## src/rtl/stack_cmd_pkg.sv

```systemverilog
// stack_cmd_pkg
// Shared types and constants for the stack command front end.
//   DEPTH_DEF : default stack capacity
//   DEPTH_W   : width of the occupancy count (holds 0..DEPTH_DEF)
//   DATA_W    : push payload width
//   state_e   : front-end FSM state encoding (also driven out for debug)
package stack_cmd_pkg;

  localparam int DEPTH_DEF = 256;
  localparam int DEPTH_W   = 9;
  localparam int DATA_W    = 8;

  typedef enum logic [1:0] {
    ST_IDLE    = 2'd0,
    ST_ISSUE   = 2'd1,
    ST_RELEASE = 2'd2
  } state_e;

endpackage

```

## src/rtl/stack_cmd_frontend_if.sv

```systemverilog
// stack_cmd_frontend_if
// Command channel between the button front end and the downstream stack.
//   cmd_push_o  : push command (front end -> stack)
//   cmd_pop_o   : pop command (front end -> stack)
//   cmd_data_o  : payload accompanying cmd_push_o
//   cmd_ready_i : stack has completed the current command (stack -> front end)
//
// Handshake: the front end raises exactly one of cmd_push_o/cmd_pop_o and
// holds it, with cmd_data_o, unchanged until a rising clock edge at which
// cmd_ready_i is 1; that edge completes the command and the front end drops
// the command on that same edge. cmd_ready_i is ignored while no command is
// outstanding.
interface stack_cmd_frontend_if;
  import stack_cmd_pkg::*;

  logic              cmd_push_o;
  logic              cmd_pop_o;
  logic [DATA_W-1:0] cmd_data_o;
  logic              cmd_ready_i;

  modport master (
    output cmd_push_o,
    output cmd_pop_o,
    output cmd_data_o,
    input  cmd_ready_i
  );

  modport slave (
    input  cmd_push_o,
    input  cmd_pop_o,
    input  cmd_data_o,
    output cmd_ready_i
  );

endinterface

```

## src/rtl/stack_cmd_debounce.sv

```systemverilog
// stack_cmd_debounce
// Two-flop synchronizer for one raw button, followed by an optional
// debounce filter. Build macro: STACK_CMD_DEBOUNCE_EN.
//   clk, reset : clock, asynchronous active-high reset
//   btn_i      : raw button, asynchronous to clk
//   level_o    : synchronized (and, with the macro, debounced) level
// With STACK_CMD_DEBOUNCE_EN the output follows the synchronizer only after
// the synchronizer has disagreed with it for DEBOUNCE_CYCLES consecutive
// cycles. Without it the output is the synchronizer output directly.
module stack_cmd_debounce #(
  parameter int DEBOUNCE_CYCLES = 16
) (
  input  logic clk,
  input  logic reset,
  input  logic btn_i,
  output logic level_o
);

  logic sync1_q;
  logic sync2_q;

  always_ff @(posedge clk or posedge reset) begin
    if (reset) begin
      sync1_q <= 1'b0;
      sync2_q <= 1'b0;
    end else begin
      sync1_q <= btn_i;
      sync2_q <= sync1_q;
    end
  end

`ifdef STACK_CMD_DEBOUNCE_EN
  localparam int CNT_W = $clog2(DEBOUNCE_CYCLES + 1);

  logic             db_q;
  logic [CNT_W-1:0] cnt_q;

  // Counter runs only while the input disagrees with the filtered level;
  // any agreeing cycle restarts the count, so a glitch shorter than
  // DEBOUNCE_CYCLES never reaches level_o.
  always_ff @(posedge clk or posedge reset) begin
    if (reset) begin
      db_q  <= 1'b0;
      cnt_q <= '0;
    end else if (sync2_q != db_q) begin
      if (cnt_q == CNT_W'(DEBOUNCE_CYCLES - 1)) begin
        db_q  <= sync2_q;
        cnt_q <= '0;
      end else begin
        cnt_q <= cnt_q + CNT_W'(1);
      end
    end else begin
      cnt_q <= '0;
    end
  end

  assign level_o = db_q;
`else
  assign level_o = sync2_q;
`endif

endmodule

```

## src/rtl/stack_cmd_frontend.sv

```systemverilog
// stack_cmd_frontend
// Turns two raw push/pop buttons into single push/pop commands for a
// downstream stack, tracks stack occupancy and flags rejected commands.
// Build macro: STACK_CMD_DEBOUNCE_EN (enables per-button debounce filter).
//   clk, reset          : clock, asynchronous active-high reset
//   btn_push_i/btn_pop_i: raw buttons, asynchronous to clk
//   data_i              : push payload, captured when a push is accepted
//   err_clr_i           : synchronous clear of err_o
//   cmd_if (master)     : cmd_push_o/cmd_pop_o/cmd_data_o/cmd_ready_i
//   depth_o             : occupancy 0..DEPTH
//   full_o/empty_o      : depth_o==DEPTH / depth_o==0
//   err_o               : sticky, set by push-while-full or pop-while-empty
//   state_o             : FSM state for debug
module stack_cmd_frontend
  import stack_cmd_pkg::*;
#(
  parameter int DEBOUNCE_CYCLES = 16,
  parameter int DEPTH           = DEPTH_DEF
) (
  input  logic                clk,
  input  logic                reset,
  input  logic                btn_push_i,
  input  logic                btn_pop_i,
  input  logic [DATA_W-1:0]   data_i,
  input  logic                err_clr_i,
  stack_cmd_frontend_if.master cmd_if,
  output logic [DEPTH_W-1:0]  depth_o,
  output logic                full_o,
  output logic                empty_o,
  output logic                err_o,
  output state_e              state_o
);

  logic push_db, pop_db;
  logic push_prev_q, pop_prev_q;
  logic push_rise, pop_rise;

  state_e              state_q, state_d;
  logic                push_q, push_d;
  logic                pop_q, pop_d;
  logic [DATA_W-1:0]   data_q, data_d;
  logic [DEPTH_W-1:0]  depth_q, depth_d;
  logic                err_q, err_d;
  logic                new_err;
  logic                full, empty;

  stack_cmd_debounce #(.DEBOUNCE_CYCLES(DEBOUNCE_CYCLES)) u_db_push (
    .clk(clk), .reset(reset), .btn_i(btn_push_i), .level_o(push_db)
  );

  stack_cmd_debounce #(.DEBOUNCE_CYCLES(DEBOUNCE_CYCLES)) u_db_pop (
    .clk(clk), .reset(reset), .btn_i(btn_pop_i), .level_o(pop_db)
  );

  assign push_rise = push_db & ~push_prev_q;
  assign pop_rise  = pop_db & ~pop_prev_q;
  assign full      = (depth_q == DEPTH_W'(DEPTH));
  assign empty     = (depth_q == '0);

  always_comb begin
    state_d = state_q;
    push_d  = push_q;
    pop_d   = pop_q;
    data_d  = data_q;
    depth_d = depth_q;
    new_err = 1'b0;
    case (state_q)
      ST_IDLE: begin
        // Push has priority; a pop edge in the same cycle is dropped.
        if (push_rise) begin
          if (!full) begin
            data_d  = data_i;
            push_d  = 1'b1;
            state_d = ST_ISSUE;
          end else begin
            new_err = 1'b1;
            state_d = ST_RELEASE;
          end
        end else if (pop_rise) begin
          if (!empty) begin
            pop_d   = 1'b1;
            state_d = ST_ISSUE;
          end else begin
            new_err = 1'b1;
            state_d = ST_RELEASE;
          end
        end
      end
      ST_ISSUE: begin
        if (cmd_if.cmd_ready_i) begin
          push_d  = 1'b0;
          pop_d   = 1'b0;
          // Bounds guards keep depth in 0..DEPTH even if the command
          // somehow disagrees with the current occupancy.
          if (push_q && !full) begin
            depth_d = depth_q + DEPTH_W'(1);
          end else if (pop_q && !empty) begin
            depth_d = depth_q - DEPTH_W'(1);
          end
          state_d = ST_RELEASE;
        end
      end
      ST_RELEASE: begin
        if (!push_db && !pop_db) begin
          state_d = ST_IDLE;
        end
      end
      default: begin
        push_d  = 1'b0;
        pop_d   = 1'b0;
        state_d = ST_IDLE;
      end
    endcase
    // A new error in the same cycle as a clear leaves the flag set.
    if (new_err) begin
      err_d = 1'b1;
    end else if (err_clr_i) begin
      err_d = 1'b0;
    end else begin
      err_d = err_q;
    end
  end

  always_ff @(posedge clk or posedge reset) begin
    if (reset) begin
      state_q     <= ST_IDLE;
      push_q      <= 1'b0;
      pop_q       <= 1'b0;
      data_q      <= '0;
      depth_q     <= '0;
      err_q       <= 1'b0;
      push_prev_q <= 1'b0;
      pop_prev_q  <= 1'b0;
    end else begin
      state_q     <= state_d;
      push_q      <= push_d;
      pop_q       <= pop_d;
      data_q      <= data_d;
      depth_q     <= depth_d;
      err_q       <= err_d;
      push_prev_q <= push_db;
      pop_prev_q  <= pop_db;
    end
  end

  assign cmd_if.cmd_push_o = push_q;
  assign cmd_if.cmd_pop_o  = pop_q;
  assign cmd_if.cmd_data_o = data_q;
  assign depth_o           = depth_q;
  assign full_o            = full;
  assign empty_o           = empty;
  assign err_o             = err_q;
  assign state_o           = state_q;

endmodule
```

## src/flat_wrapper.sv

```systemverilog
// flat-port wrapper written by rule: the top's interface ports become plain ports
module stack_cmd_frontend_flat import stack_cmd_pkg::*;
#(
  parameter int DEBOUNCE_CYCLES = 16,
  parameter int DEPTH           = DEPTH_DEF
)
  (clk, reset, btn_push_i, btn_pop_i, data_i, err_clr_i, depth_o, full_o, empty_o, err_o, state_o, cmd_if_cmd_push_o, cmd_if_cmd_pop_o, cmd_if_cmd_data_o, cmd_if_cmd_ready_i);
  stack_cmd_frontend_if cmd_if_i ();
  input  logic clk;
  input  logic reset;
  input  logic btn_push_i;
  input  logic btn_pop_i;
  input  logic [DATA_W-1:0] data_i;
  input  logic err_clr_i;
  output logic [DEPTH_W-1:0] depth_o;
  output logic full_o;
  output logic empty_o;
  output logic err_o;
  output state_e state_o;
  output wire logic [$bits(cmd_if_i.cmd_push_o)-1:0] cmd_if_cmd_push_o;
  output wire logic [$bits(cmd_if_i.cmd_pop_o)-1:0] cmd_if_cmd_pop_o;
  output wire logic [$bits(cmd_if_i.cmd_data_o)-1:0] cmd_if_cmd_data_o;
  input wire logic [$bits(cmd_if_i.cmd_ready_i)-1:0] cmd_if_cmd_ready_i;
  assign cmd_if_cmd_push_o = cmd_if_i.cmd_push_o;
  assign cmd_if_cmd_pop_o = cmd_if_i.cmd_pop_o;
  assign cmd_if_cmd_data_o = cmd_if_i.cmd_data_o;
  assign cmd_if_i.cmd_ready_i = cmd_if_cmd_ready_i;
  stack_cmd_frontend #(.DEBOUNCE_CYCLES(DEBOUNCE_CYCLES), .DEPTH(DEPTH)) u_core (.clk(clk), .reset(reset), .btn_push_i(btn_push_i), .btn_pop_i(btn_pop_i), .data_i(data_i), .err_clr_i(err_clr_i), .cmd_if(cmd_if_i), .depth_o(depth_o), .full_o(full_o), .empty_o(empty_o), .err_o(err_o), .state_o(state_o));
endmodule
```

## config.mk

```make
export PLATFORM = sky130hd
export DESIGN_NAME = stack_cmd_frontend_flat
export DESIGN_NICKNAME = d
export VERILOG_FILES = /design/src/rtl/stack_cmd_pkg.sv /design/src/rtl/stack_cmd_frontend_if.sv /design/src/rtl/stack_cmd_debounce.sv /design/src/rtl/stack_cmd_frontend.sv /design/src/flat_wrapper.sv
export SDC_FILE = /design/constraint.sdc
export NUM_CORES = 1
export LEC_CHECK = 0
export CORE_MARGIN = 2
export CORE_UTILIZATION = 51
export DETAILED_ROUTE_END_ITERATION = 12
export GPL_TIMING_DRIVEN = 0
export PLACE_DENSITY = 0.94
export SLEW_MARGIN = 20
export SYNTH_ARGS = -nofsm -noshare
export SYNTH_HDL_FRONTEND = slang
export SYNTH_SLANG_ARGS = --single-unit
```

## constraint.sdc

```tcl
create_clock -name clk -period 4.3 [get_ports clk]
set_clock_uncertainty 0.1 [all_clocks]
set_input_delay 0.645 -clock clk [delete_from_list [all_inputs] [get_ports clk]]
set_output_delay 0.645 -clock clk [all_outputs]
set_load 0.1 [all_outputs]
```

==> impl_metrics.xml, run 1 <==
<?xml version="1.0" encoding="UTF-8"?>
<metrics>
  <group name="yosys">
    <metric name="post_synth.cell_area_avg" unit="µm²">11.1</metric>
    <metric name="netlist_instances" unit="">130</metric>
    <metric name="synth_commonest_cells" unit="">dfrtp_1 (28), nand2_1 (12), o21ai_0 (9), ha_1 (8), mux2_2 (8)</metric>
    <metric name="seq_area_frac_synth" unit="%">48.6</metric>
    <metric name="post_synth_num_cell_types" unit="">37</metric>
    <metric name="mappedNetlistArea" unit="µm²">1440</metric>
    <metric name="synth.top_cell.area_share" unit="%">48.6</metric>
    <metric name="synthMostInstantiatedCell" unit="">dfrtp_1</metric>
    <metric name="synth_top_cell_by_area" unit="">dfrtp_1</metric>
    <metric name="yosysWarningCount" unit="">0</metric>
    <metric name="syn_nets" unit="">153</metric>
    <metric name="post_synth_xor_area_fraction" unit="%">5.47</metric>
    <metric name="ys_seq_elements" unit="">28</metric>
    <metric name="ys_async_sr_fraction" unit="%">100</metric>
    <metric name="synth_compound_area_share" unit="%">16.7</metric>
    <metric name="synth_flop_cell" unit="">dfrtp_1</metric>
    <metric name="synth_adder_area_share" unit="%">8.33</metric>
    <metric name="synthMuxAreaShare" unit="%">6.25</metric>
    <metric name="synth_simple_gate_area_share" unit="%">12.1</metric>
    <metric name="synth.top_cells.by_area" unit="">dfrtp_1 (49%), ha_1 (6.9%), mux2_2 (6.3%)</metric>
    <metric name="synth_top_family_by_area" unit="">compound AO/OA/AOI/OAI gates</metric>
    <metric name="number_of_synthesized_flops_with_an_enable_pin" unit="">0</metric>
  </group>
  <group name="critical_path">
    <metric name="critical-path-max-stage-delay" unit="ps">1170</metric>
    <metric name="cp_cell_sequence" unit="">nor4_1 -&gt; nand2_2 -&gt; nor2_1 -&gt; clkdlybuf4s50_1</metric>
    <metric name="critical_path.endpoint" unit="">empty_o</metric>
    <metric name="path_delay_family" unit="">buffers and inverters</metric>
    <metric name="critPathLaunch" unit="">u_core.depth_o[2]</metric>
    <metric name="setup.worst_path.start_class" unit="">flop</metric>
    <metric name="reg2reg_setup_slack" unit="ps">950</metric>
    <metric name="timing.reg2reg.worst_path_depth" unit="">9</metric>
    <metric name="cp.arrival" unit="ps">2940</metric>
    <metric name="r2r_start" unit="">u_core.depth_o[2]</metric>
    <metric name="crit_type" unit="">reg -&gt; out</metric>
    <metric name="worstPathRequired" unit="ps">3560</metric>
    <metric name="crit_path_end_kind" unit="">output pin</metric>
    <metric name="worst-path-buf-inv" unit="">1</metric>
    <metric name="critical_path.reg2reg.endpoint" unit="">u_core.depth_o[8]</metric>
    <metric name="critical_path.max_fanout" unit="">7</metric>
    <metric name="crit_slowest_cell" unit="">clkdlybuf4s50_1</metric>
    <metric name="timing.critical_path.depth" unit="">4</metric>
  </group>
  <group name="sta">
    <metric name="finalWorstPathRequiredPeriod" unit="ps">3690</metric>
    <metric name="setup_violations" unit="">0</metric>
    <metric name="fin_tns_setup" unit="ps">0</metric>
    <metric name="timing.max_slew.rel_slack" unit="%">34.4</metric>
    <metric name="tightest_slew" unit="ps">981</metric>
    <metric name="slew_violations" unit="">0</metric>
    <metric name="grt_setup_unrepaired" unit="">no</metric>
    <metric name="final_worst_path_cycle_share" unit="%">85.8</metric>
    <metric name="hold_viol" unit="">0</metric>
    <metric name="fmaxAchievable" unit="MHz">271</metric>
  </group>
  <group name="drt">
    <metric name="routed_wire_length_per_instance" unit="µm">16.2</metric>
    <metric name="drt.antenna.violating_nets" unit="">0</metric>
    <metric name="routed-via-count" unit="">1204</metric>
    <metric name="via_per_inst" unit="">5.96</metric>
    <metric name="detail_route.first_pass.iterations" unit="">5</metric>
    <metric name="drc_errors" unit="">0</metric>
    <metric name="initialDrtViolationCount" unit="">28</metric>
    <metric name="route.final.wire_length" unit="mm">3.26</metric>
  </group>
  <group name="layout">
    <metric name="layout.area.seq" unit="µm²">701</metric>
    <metric name="layout-drive-gt1-share" unit="%">11.7</metric>
    <metric name="antenna_cells_inserted" unit="">0</metric>
    <metric name="finished_core_util" unit="%">69.6</metric>
    <metric name="multi_input_comb_area" unit="µm²">703</metric>
    <metric name="finish.net_count" unit="">195</metric>
    <metric name="area_growth_syn_to_layout" unit="%">30.9</metric>
    <metric name="fillers" unit="">221</metric>
  </group>
  <group name="clock_network">
    <metric name="cts_post_setup_buffers_inserted" unit="">0</metric>
    <metric name="tritoncts" unit="">yes</metric>
    <metric name="path_clk_slew" unit="ps">150</metric>
    <metric name="cts_hold_repair.buffers" unit="">0</metric>
    <metric name="cts_inserted_buffers" unit="">3</metric>
    <metric name="cts.sinks" unit="">28</metric>
    <metric name="clock_root_buffer_master" unit="">clkbuf_4</metric>
    <metric name="ctsLongestPathBuffers" unit="">2</metric>
    <metric name="cts-htree-levels" unit="">1</metric>
    <metric name="clkLatencyLatePin" unit="ps">320</metric>
    <metric name="ctsResizeCount" unit="">0</metric>
  </group>
  <group name="floorplan">
    <metric name="die_h" unit="µm">57.2</metric>
    <metric name="cell_rows" unit="">19</metric>
    <metric name="initial_core_util" unit="%">53.2</metric>
    <metric name="die_area" unit="µm²">3270</metric>
    <metric name="floorplan.core_area" unit="µm²">2710</metric>
    <metric name="boundaryPins" unit="">38</metric>
    <metric name="die_width" unit="µm">57.2</metric>
  </group>
  <group name="placed_design">
    <metric name="gp_routability_congestion" unit="">0.850</metric>
    <metric name="portBuffers" unit="">37</metric>
    <metric name="half_perimeter_wire_length_of_the_detailed_placement_result" unit="mm">2.47</metric>
  </group>
  <group name="grt">
    <metric name="vias_in_the_first_global_route" unit="">1243</metric>
    <metric name="grt.total_usage" unit="%">21.1</metric>
    <metric name="global_route_wire_length_before_repair" unit="mm">5.37</metric>
    <metric name="antenna_found_initial" unit="">0</metric>
    <metric name="grt-ovfl-total" unit="">0</metric>
    <metric name="grt_start_max_net_pins" unit="">29</metric>
  </group>
  <group name="flow_run">
    <metric name="timing.max_cap.violations" unit="">0</metric>
  </group>
  <group name="run_status">
    <metric name="result_of_the_run" unit="">finished clean</metric>
  </group>
  <group name="hold_path">
    <metric name="worst_hold_path_type" unit="">reg -&gt; reg</metric>
  </group>
</metrics>
[layout by cell type, fill, tap and decap left out, drive strengths merged]
| cell | instances |
|---|---|
| a2111oi | 1 |
| a21o | 5 |
| a21oi | 7 |
| a221oi | 1 |
| a22o | 1 |
| a31o | 1 |
| a31oi | 2 |
| and3b | 1 |
| and4 | 1 |
| buf | 1 |
| clkbuf | 4 |
| clkdlybuf4s50 | 37 |
| clkinv | 1 |
| dfrtp | 28 |
| fa | 1 |
| ha | 8 |
| inv | 6 |
| mux2 | 8 |
| nand2 | 13 |
| nand2b | 2 |
| nand3 | 2 |
| nand4 | 1 |
| nor2 | 5 |
| nor2b | 1 |
| nor3 | 4 |
| nor3b | 1 |
| nor4 | 2 |
| o21a | 1 |
| o21ai | 10 |
| o221ai | 1 |
| o31ai | 2 |
| o32ai | 1 |
| o41ai | 1 |
| or2 | 1 |
| xnor2 | 5 |
| xor2 | 4 |
[per-stage QoR]
| step | instance area [µm²] | cells | hold slack, ps | setup slack (ps) |
|---|---|---|---|---|
| 6_report | 1890 | 202 | 267 | 611 |
| 5_1_grt | 1890 | 202 | 271 | 511 |
| 4_1_cts | 1890 | 202 | 268 | 635 |
| 3_5_place_dp | 1850 | 198 | 236 | 972 |
| 3_3_place_gp | 1850 | 198 | 234 | 1080 |
| 2_1_floorplan | 1440 | 130 | 231 | 616 |
[kinds of logic (layout without fill, tap and decap cells)]
kind of cell / after synthesis / after routing
adders and majority gates: 9 / 9
DFF: 28 / 28
buffers and inverters: 8 / 49
AOI/OAI and AO/OA: 34 / 34
muxes: 8 / 8
xor gates and xnor gates: 9 / 9
and+or+nand+nor: 34 / 34
[worst register-to-register path, cell delays in order, from the launching register on]
cell,delay [ps]
dfrtp_1,460
nor4_1,500
nand2_2,260
o21ai_2,430
inv_2,130
fa_1,420
o21ai_0,430
a2111oi_0,190
a221oi_1,230
o31ai_1,110
[registers in the layout (all words and copies together) (netlist names)]
signal                    flops
u_core.cmd_if.cmd_data_o      8
u_core.cmd_if.cmd_pop_o       1
u_core.cmd_if.cmd_push_o      1
u_core.depth_o                9
u_core.err_o                  1
u_core.pop_prev_q             1
u_core.push_prev_q            1
u_core.state_o                2
u_core.u_db_pop.level_o       1
u_core.u_db_pop.sync1_q       1
u_core.u_db_push.level_o      1
u_core.u_db_push.sync1_q      1
[final cells by class]
type | instances | area share [%]
Sequential cell | 28 | 37.1
Clock buffer | 4 | 1.92
Multi-Input combinational cell | 94 | 37.3
Buffer | 1 | 0.597
Inverter | 7 | 1.39
Timing Repair Buffer | 37 | 19.6
Tap cell | 31 | 2.06
[worst min-delay path by stage]
stage	from	endpoint	slack, ps	depth (start not counted)
after global routing	u_core.u_db_push.sync1_q	u_core.u_db_push.level_o	270	0
final	u_core.u_db_push.sync1_q	u_core.u_db_push.level_o	270	0
after global placement	u_core.u_db_push.sync1_q	u_core.u_db_push.level_o	230	0
after floorplan	u_core.u_db_pop.sync1_q	u_core.u_db_pop.level_o	230	0
after detailed placement	u_core.u_db_push.sync1_q	u_core.u_db_push.level_o	240	0
after CTS	u_core.u_db_push.sync1_q	u_core.u_db_push.level_o	270	0
[routing by layer]
layer	part of all wire, %	track usage [%]
met2	53	38.4
met5	0	0
met3	5.3	4.54
met4	2.8	9.63
met1	39	23.3
Power of run 1 is left out: the tool's default activity adds up to more than one toggle a clock period on the data nets, which glitch-free logic cannot reach.
==> run 2, diff against run 1 <==
--- a/config.mk
+++ b/config.mk
@@ -5,6 +5,7 @@
 export SDC_FILE = /design/constraint.sdc
 export NUM_CORES = 1
 export LEC_CHECK = 0
+export CORE_ASPECT_RATIO = 0.5
 export CORE_MARGIN = 2
 export CORE_UTILIZATION = 51
 export DETAILED_ROUTE_END_ITERATION = 12
==> run 2 against run 1 <==
Count of clock-buffer cells in the layout decreased by 1. Flip-flop and latch count unchanged. Fmax increased by 1.2%. Die area increased by 0.79%. Routed wire length decreased by 3.9%. Global-route usage increased by 0.71 points. Critical endpoint unchanged. Highest routed layer unchanged.
==> impl_metrics.xml, run 2 (synthesis gave the netlist of run 1 again) <==
<?xml version="1.0" encoding="UTF-8"?>
<metrics>
  <group name="layout">
    <metric name="largest_register_ffs" unit="">9</metric>
    <metric name="area_growth_syn_to_layout" unit="%">33.9</metric>
    <metric name="fillers" unit="">182</metric>
    <metric name="antenna_cells_inserted" unit="">0</metric>
    <metric name="stdcell_area" unit="µm²">1930</metric>
    <metric name="finish.cell_count_without_fillers" unit="">208</metric>
    <metric name="finish.net_count" unit="">195</metric>
    <metric name="layout-drive-gt1-share" unit="%">12.3</metric>
    <metric name="final_common_cell" unit="">clkdlybuf4s50_1</metric>
    <metric name="most-common-layout-cells" unit="">clkdlybuf4s50_1 (37), dfrtp_1 (28), nand2_1 (12), o21ai_0 (9)</metric>
  </group>
  <group name="grt">
    <metric name="antenna_found_initial" unit="">0</metric>
    <metric name="grt.total_usage" unit="%">21.8</metric>
    <metric name="grt-ovfl-total" unit="">0</metric>
    <metric name="grt_start_max_net_pins" unit="">29</metric>
    <metric name="vias_in_the_first_global_route" unit="">1245</metric>
    <metric name="global_route_wire_length_before_repair" unit="mm">5.59</metric>
  </group>
  <group name="floorplan">
    <metric name="die_h" unit="µm">41.6</metric>
    <metric name="floorplan.core_area" unit="µm²">2640</metric>
    <metric name="die_area" unit="µm²">3290</metric>
    <metric name="initial_core_util" unit="%">54.7</metric>
    <metric name="cell_rows" unit="">13</metric>
    <metric name="boundaryPins" unit="">38</metric>
    <metric name="die_width" unit="µm">79.2</metric>
  </group>
  <group name="drt">
    <metric name="routed_wire_length_per_instance" unit="µm">15.1</metric>
    <metric name="drt.antenna.violating_nets" unit="">0</metric>
    <metric name="via_per_inst" unit="">5.58</metric>
    <metric name="detail_route.first_pass.iterations" unit="">6</metric>
    <metric name="routed-via-count" unit="">1160</metric>
    <metric name="initialDrtViolationCount" unit="">70</metric>
    <metric name="route.final.wire_length" unit="mm">3.14</metric>
    <metric name="drc_errors" unit="">0</metric>
  </group>
  <group name="placed_design">
    <metric name="place.detailed.instances" unit="">204</metric>
    <metric name="half_perimeter_wire_length_of_the_detailed_placement_result" unit="mm">2.33</metric>
    <metric name="portBuffers" unit="">37</metric>
    <metric name="gp_routability_congestion" unit="">0.948</metric>
    <metric name="preCtsSetupSlack" unit="ps">973</metric>
    <metric name="place_area" unit="µm²">1860</metric>
  </group>
  <group name="clock_network">
    <metric name="clock_root_buffer_master" unit="">clkbuf_8</metric>
    <metric name="cts_post_setup_buffers_inserted" unit="">0</metric>
    <metric name="cts_inserted_buffers" unit="">3</metric>
    <metric name="cts-htree-levels" unit="">1</metric>
    <metric name="clkLatencyLatePin" unit="ps">280</metric>
    <metric name="cts_hold_repair.buffers" unit="">0</metric>
    <metric name="tritoncts" unit="">yes</metric>
    <metric name="ctsResizeCount" unit="">0</metric>
    <metric name="cts.sinks" unit="">28</metric>
    <metric name="ctsLongestPathBuffers" unit="">2</metric>
    <metric name="path_clk_slew" unit="ps">100</metric>
  </group>
  <group name="critical_path">
    <metric name="crit_type" unit="">reg -&gt; out</metric>
    <metric name="worstPathRequired" unit="ps">3560</metric>
    <metric name="crit_slowest_cell" unit="">clkdlybuf4s50_1</metric>
    <metric name="critical_path.max_fanout" unit="">7</metric>
    <metric name="setup.worst_path.start_class" unit="">flop</metric>
    <metric name="timing.reg2reg.worst_path_depth" unit="">9</metric>
    <metric name="crit_path_end_kind" unit="">output pin</metric>
    <metric name="critical-path-max-stage-delay" unit="ps">1170</metric>
    <metric name="cp.arrival" unit="ps">2900</metric>
    <metric name="cp_cell_sequence" unit="">nor4_1 -&gt; nand2_2 -&gt; nor2_1 -&gt; clkdlybuf4s50_1</metric>
  </group>
  <group name="sta">
    <metric name="final_critical_path_setup_slack" unit="ps">656</metric>
    <metric name="timing.max_slew.rel_slack" unit="%">34.1</metric>
    <metric name="slew_violations" unit="">0</metric>
    <metric name="finalWorstPathRequiredPeriod" unit="ps">3640</metric>
    <metric name="grt_setup_unrepaired" unit="">no</metric>
    <metric name="hold_viol" unit="">0</metric>
    <metric name="final_worst_path_cycle_share" unit="%">84.8</metric>
    <metric name="tightest_slew" unit="ps">985</metric>
    <metric name="fin_tns_setup" unit="ps">0</metric>
    <metric name="setup_violations" unit="">0</metric>
    <metric name="fmaxAchievable" unit="MHz">274</metric>
  </group>
  <group name="hold_path">
    <metric name="worst_hold_path_type" unit="">reg -&gt; reg</metric>
    <metric name="min_delay_path_depth" unit="">0</metric>
  </group>
  <group name="run_status">
    <metric name="result_of_the_run" unit="">finished clean</metric>
  </group>
  <group name="flow_run">
    <metric name="timing.max_cap.violations" unit="">0</metric>
  </group>
</metrics>
-- run 2: final cells by class --
type	count	area, µm²	area share [%]
repair buffers	37	370	19.2
plain buffers	1	11.3	0.584
clock buffers	3	41.3	2.14
clock inverters	1	30.0	1.56
well taps	37	46.3	2.40
flip-flops and latches	28	701	36.3
multi-input cells	94	703	36.4
inverters	7	26.3	1.36
-- run 2: stage by stage --
| stage | util [%] | hold WS (ps) |
|---|---|---|
| final | 73.2 | 257 |
| after global routing | 73.2 | 272 |
| after CTS | 73.2 | 260 |
| after detailed placement | 70.5 | 237 |
| after global placement | 70.5 | 232 |
| after floorplan | - | 231 |
-- run 2: path summary, 6_finish.rpt --
path                                          startpoint  slack, ps                  endpoint
worst max-delay path                   u_core.depth_o[2]        660                   empty_o
worst min-delay path            u_core.u_db_push.sync1_q        260  u_core.u_db_push.level_o
worst max register to register         u_core.depth_o[2]        860         u_core.depth_o[8]
worst min register to register  u_core.u_db_push.sync1_q        260  u_core.u_db_push.level_o
max in group asynchronous                          reset       3080        u_core.push_prev_q
min in group asynchronous                          reset        640   u_core.cmd_if.cmd_pop_o
-- run 2: metal layers --
metal  GRT usage [%]  part of all wire [%]  up-vias
met3            5.87                   4.0       10
li1                -                     -      550
met4            6.55                   2.1        0
met2            38.8                    52       32
met5               0                     0        -
met1            26.0                    42      568
-- run 2: critical path, delay by kind of cell (launching register included) --
family                 cells  cell delay, ps
buffers and inverters      1            1170
and+or+nand+nor            3            1000
DFF                        1             440
Power of run 2 is left out for the same reason.
==> run 3, diff against run 2 <==
--- a/config.mk
+++ b/config.mk
@@ -7,10 +7,10 @@
 export LEC_CHECK = 0
 export CORE_ASPECT_RATIO = 0.5
 export CORE_MARGIN = 2
-export CORE_UTILIZATION = 51
+export CORE_UTILIZATION = 43
 export DETAILED_ROUTE_END_ITERATION = 12
 export GPL_TIMING_DRIVEN = 0
-export PLACE_DENSITY = 0.94
+export PLACE_DENSITY = 0.86
 export SLEW_MARGIN = 20
 export SYNTH_ARGS = -nofsm -noshare
 export SYNTH_HDL_FRONTEND = slang
==> constraint.sdc (replaced) <==
create_clock -name clk -period 3.3 [get_ports clk]
set_clock_uncertainty 0.1 [all_clocks]
set_input_delay 0.495 -clock clk [delete_from_list [all_inputs] [get_ports clk]]
set_output_delay 0.495 -clock clk [all_outputs]
set_load 0.1 [all_outputs]
==> run 3 against run 2 <==
Setup slack got worse by 420 ps. Via count fell by 1.6%. Sequential share of layout area fell by 0.087 points. Die area rose by 17%. Global-route usage fell by 3.9 points. Flip-flop and latch count did not move. Routed wire length fell by 0.32%. Final cell count rose by 1.4%. Register-to-register slack got worse by 620 ps. Design area rose by 1.5%. Critical path depth rose by 5.
==> impl_metrics.xml, run 3 (synthesis gave the netlist of run 1 again) <==
<?xml version="1.0" encoding="UTF-8"?>
<metrics>
  <group name="run_status">
    <metric name="result_of_the_run" unit="">finished clean</metric>
  </group>
  <group name="layout">
    <metric name="largest_register_ffs" unit="">9</metric>
    <metric name="fillers" unit="">245</metric>
    <metric name="antenna_cells_inserted" unit="">0</metric>
    <metric name="area_growth_syn_to_layout" unit="%">35.9</metric>
    <metric name="stdcell_area" unit="µm²">1960</metric>
    <metric name="final_common_cell" unit="">clkdlybuf4s50_1</metric>
    <metric name="finished_core_util" unit="%">63.2</metric>
    <metric name="layout-drive-gt1-share" unit="%">18.1</metric>
    <metric name="most-common-layout-cells" unit="">clkdlybuf4s50_1 (35), dfrtp_1 (21), nand2_1 (12)</metric>
    <metric name="finish.net_count" unit="">195</metric>
  </group>
  <group name="grt">
    <metric name="grt-ovfl-total" unit="">0</metric>
    <metric name="grt_util_met2" unit="%">33.6</metric>
    <metric name="grt_use_met1" unit="%">21.1</metric>
    <metric name="gr-usage-met3" unit="%">4.39</metric>
    <metric name="grt.total_usage" unit="%">17.9</metric>
    <metric name="grt_start_max_net_pins" unit="">29</metric>
    <metric name="vias_in_the_first_global_route" unit="">1141</metric>
    <metric name="global_route_wire_length_before_repair" unit="mm">5.26</metric>
    <metric name="grt.busiest_layer" unit="">met2</metric>
    <metric name="antenna_found_initial" unit="">0</metric>
  </group>
  <group name="sta">
    <metric name="timing.max_slew.rel_slack" unit="%">34.5</metric>
    <metric name="slew_violations" unit="">0</metric>
    <metric name="finalWorstPathRequiredPeriod" unit="ps">3060</metric>
    <metric name="final_worst_path_cycle_share" unit="%">92.9</metric>
    <metric name="hold_viol" unit="">0</metric>
    <metric name="fmaxAchievable" unit="MHz">326</metric>
    <metric name="tightest_slew" unit="ps">979</metric>
    <metric name="grt_setup_unrepaired" unit="">no</metric>
    <metric name="setup_violations" unit="">0</metric>
  </group>
  <group name="drt">
    <metric name="route.final.wire_length" unit="mm">3.13</metric>
    <metric name="via_per_inst" unit="">5.41</metric>
    <metric name="drc_errors" unit="">0</metric>
    <metric name="detail_route.first_pass.iterations" unit="">6</metric>
    <metric name="drt.antenna.violating_nets" unit="">0</metric>
    <metric name="routed-via-count" unit="">1142</metric>
    <metric name="routed_wire_length_per_instance" unit="µm">14.8</metric>
    <metric name="initialDrtViolationCount" unit="">58</metric>
  </group>
  <group name="critical_path">
    <metric name="crit_type" unit="">reg -&gt; reg</metric>
    <metric name="setup.worst_path.start_class" unit="">flop</metric>
    <metric name="timing.reg2reg.worst_path_depth" unit="">9</metric>
    <metric name="critical_path.reg2reg.endpoint" unit="">u_core.depth_o[8]</metric>
    <metric name="r2r_start" unit="">u_core.depth_o[5]</metric>
    <metric name="crit_path_end_kind" unit="">flop</metric>
    <metric name="reg2reg_setup_slack" unit="ps">240</metric>
    <metric name="critical_path.endpoint" unit="">u_core.depth_o[8]</metric>
    <metric name="worstPathRequired" unit="ps">3390</metric>
    <metric name="critical_path.max_fanout" unit="">9</metric>
    <metric name="cp.arrival" unit="ps">3160</metric>
    <metric name="critPathLaunch" unit="">u_core.depth_o[5]</metric>
  </group>
  <group name="flow_run">
    <metric name="timing.max_cap.violations" unit="">0</metric>
  </group>
  <group name="clock_network">
    <metric name="tritoncts" unit="">yes</metric>
    <metric name="path_clk_slew" unit="ps">100</metric>
    <metric name="clock_root_buffer_master" unit="">clkbuf_8</metric>
    <metric name="cts-htree-levels" unit="">1</metric>
    <metric name="cts.sinks" unit="">28</metric>
    <metric name="clkLatencyLatePin" unit="ps">280</metric>
    <metric name="ctsLongestPathBuffers" unit="">2</metric>
    <metric name="cts_post_setup_buffers_inserted" unit="">0</metric>
    <metric name="cts_inserted_buffers" unit="">3</metric>
  </group>
  <group name="placed_design">
    <metric name="gp_routability_congestion" unit="">0.842</metric>
    <metric name="portBuffers" unit="">37</metric>
    <metric name="place_area" unit="µm²">1880</metric>
    <metric name="half_perimeter_wire_length_of_the_detailed_placement_result" unit="mm">2.28</metric>
  </group>
  <group name="floorplan">
    <metric name="initial_core_util" unit="%">46.5</metric>
    <metric name="boundaryPins" unit="">38</metric>
    <metric name="die_h" unit="µm">44.9</metric>
    <metric name="cell_rows" unit="">14</metric>
    <metric name="die_width" unit="µm">85.9</metric>
    <metric name="die_area" unit="µm²">3860</metric>
    <metric name="floorplan.core_area" unit="µm²">3100</metric>
  </group>
  <group name="hold_path">
    <metric name="worst_hold_path_type" unit="">reg -&gt; reg</metric>
    <metric name="min_delay_path_depth" unit="">0</metric>
  </group>
</metrics>
## run 3: critical path: stages (launching register included)
cell       delay, ps
dfrtp_2          450
nor4_1           430
nand2_2          250
o21ai_4          340
ha_1             370
a21o_1           220
a31o_2           240
a2111oi_0        400
a221oi_1          90
o31ai_1           90
## run 3: cell type report
cell class                 instances  area [µm²]  area share (%)
buffer                             1        11.3           0.575
clock buffer                       3        41.3            2.11
clock inverter                     1        30.0            1.53
inverter                           7        26.3            1.34
multi-input combinational         94         722            36.9
sequential                        28         709            36.2
tap                               40        50.0            2.56
timing repair buffer              37         368            18.8
## run 3: worst min path at each step
stage	from	end
3_3_place_gp	u_core.u_db_push.sync1_q	u_core.u_db_push.level_o
2_1_floorplan	u_core.u_db_pop.sync1_q	u_core.u_db_pop.level_o
4_1_cts	u_core.u_db_push.sync1_q	u_core.u_db_push.level_o
6_report	u_core.u_db_push.sync1_q	u_core.u_db_push.level_o
3_5_place_dp	u_core.u_db_push.sync1_q	u_core.u_db_push.level_o
5_1_grt	u_core.u_db_pop.sync1_q	u_core.u_db_pop.level_o
## run 3: per-stage QoR
| step | worst slack [ps] | setup TNS (ps) | hold slack, ps | instances |
|---|---|---|---|---|
| floorplan | 13.9 | 0 | 231 | 130 |
| global placement | 63.2 | 0 | 232 | 207 |
| detailed placement | -16.9 | -16.9 | 240 | 207 |
| CTS | 57.7 | 0 | 262 | 211 |
| global route | 6.57 | 0 | 275 | 211 |
| finish | 236 | 0 | 262 | 211 |
## run 3: layer usage
layer | up-vias | wire length (µm) | part of all wire (%)
met5 | - | 0 | 0
met4 | 0 | 27 | 0.86
met3 | 2 | 123 | 3.9
met2 | 30 | 1640 | 52
met1 | 554 | 1340 | 43
li1 | 556 | - | -
## run 3: repair_timing
item	4_1_cts	5_1_grt
resized for setup	3	2
hold buffers	0	0
endpoints found under the setup margin	3	2
pin swaps	0	0
Power of run 3 is left out for the same reason.
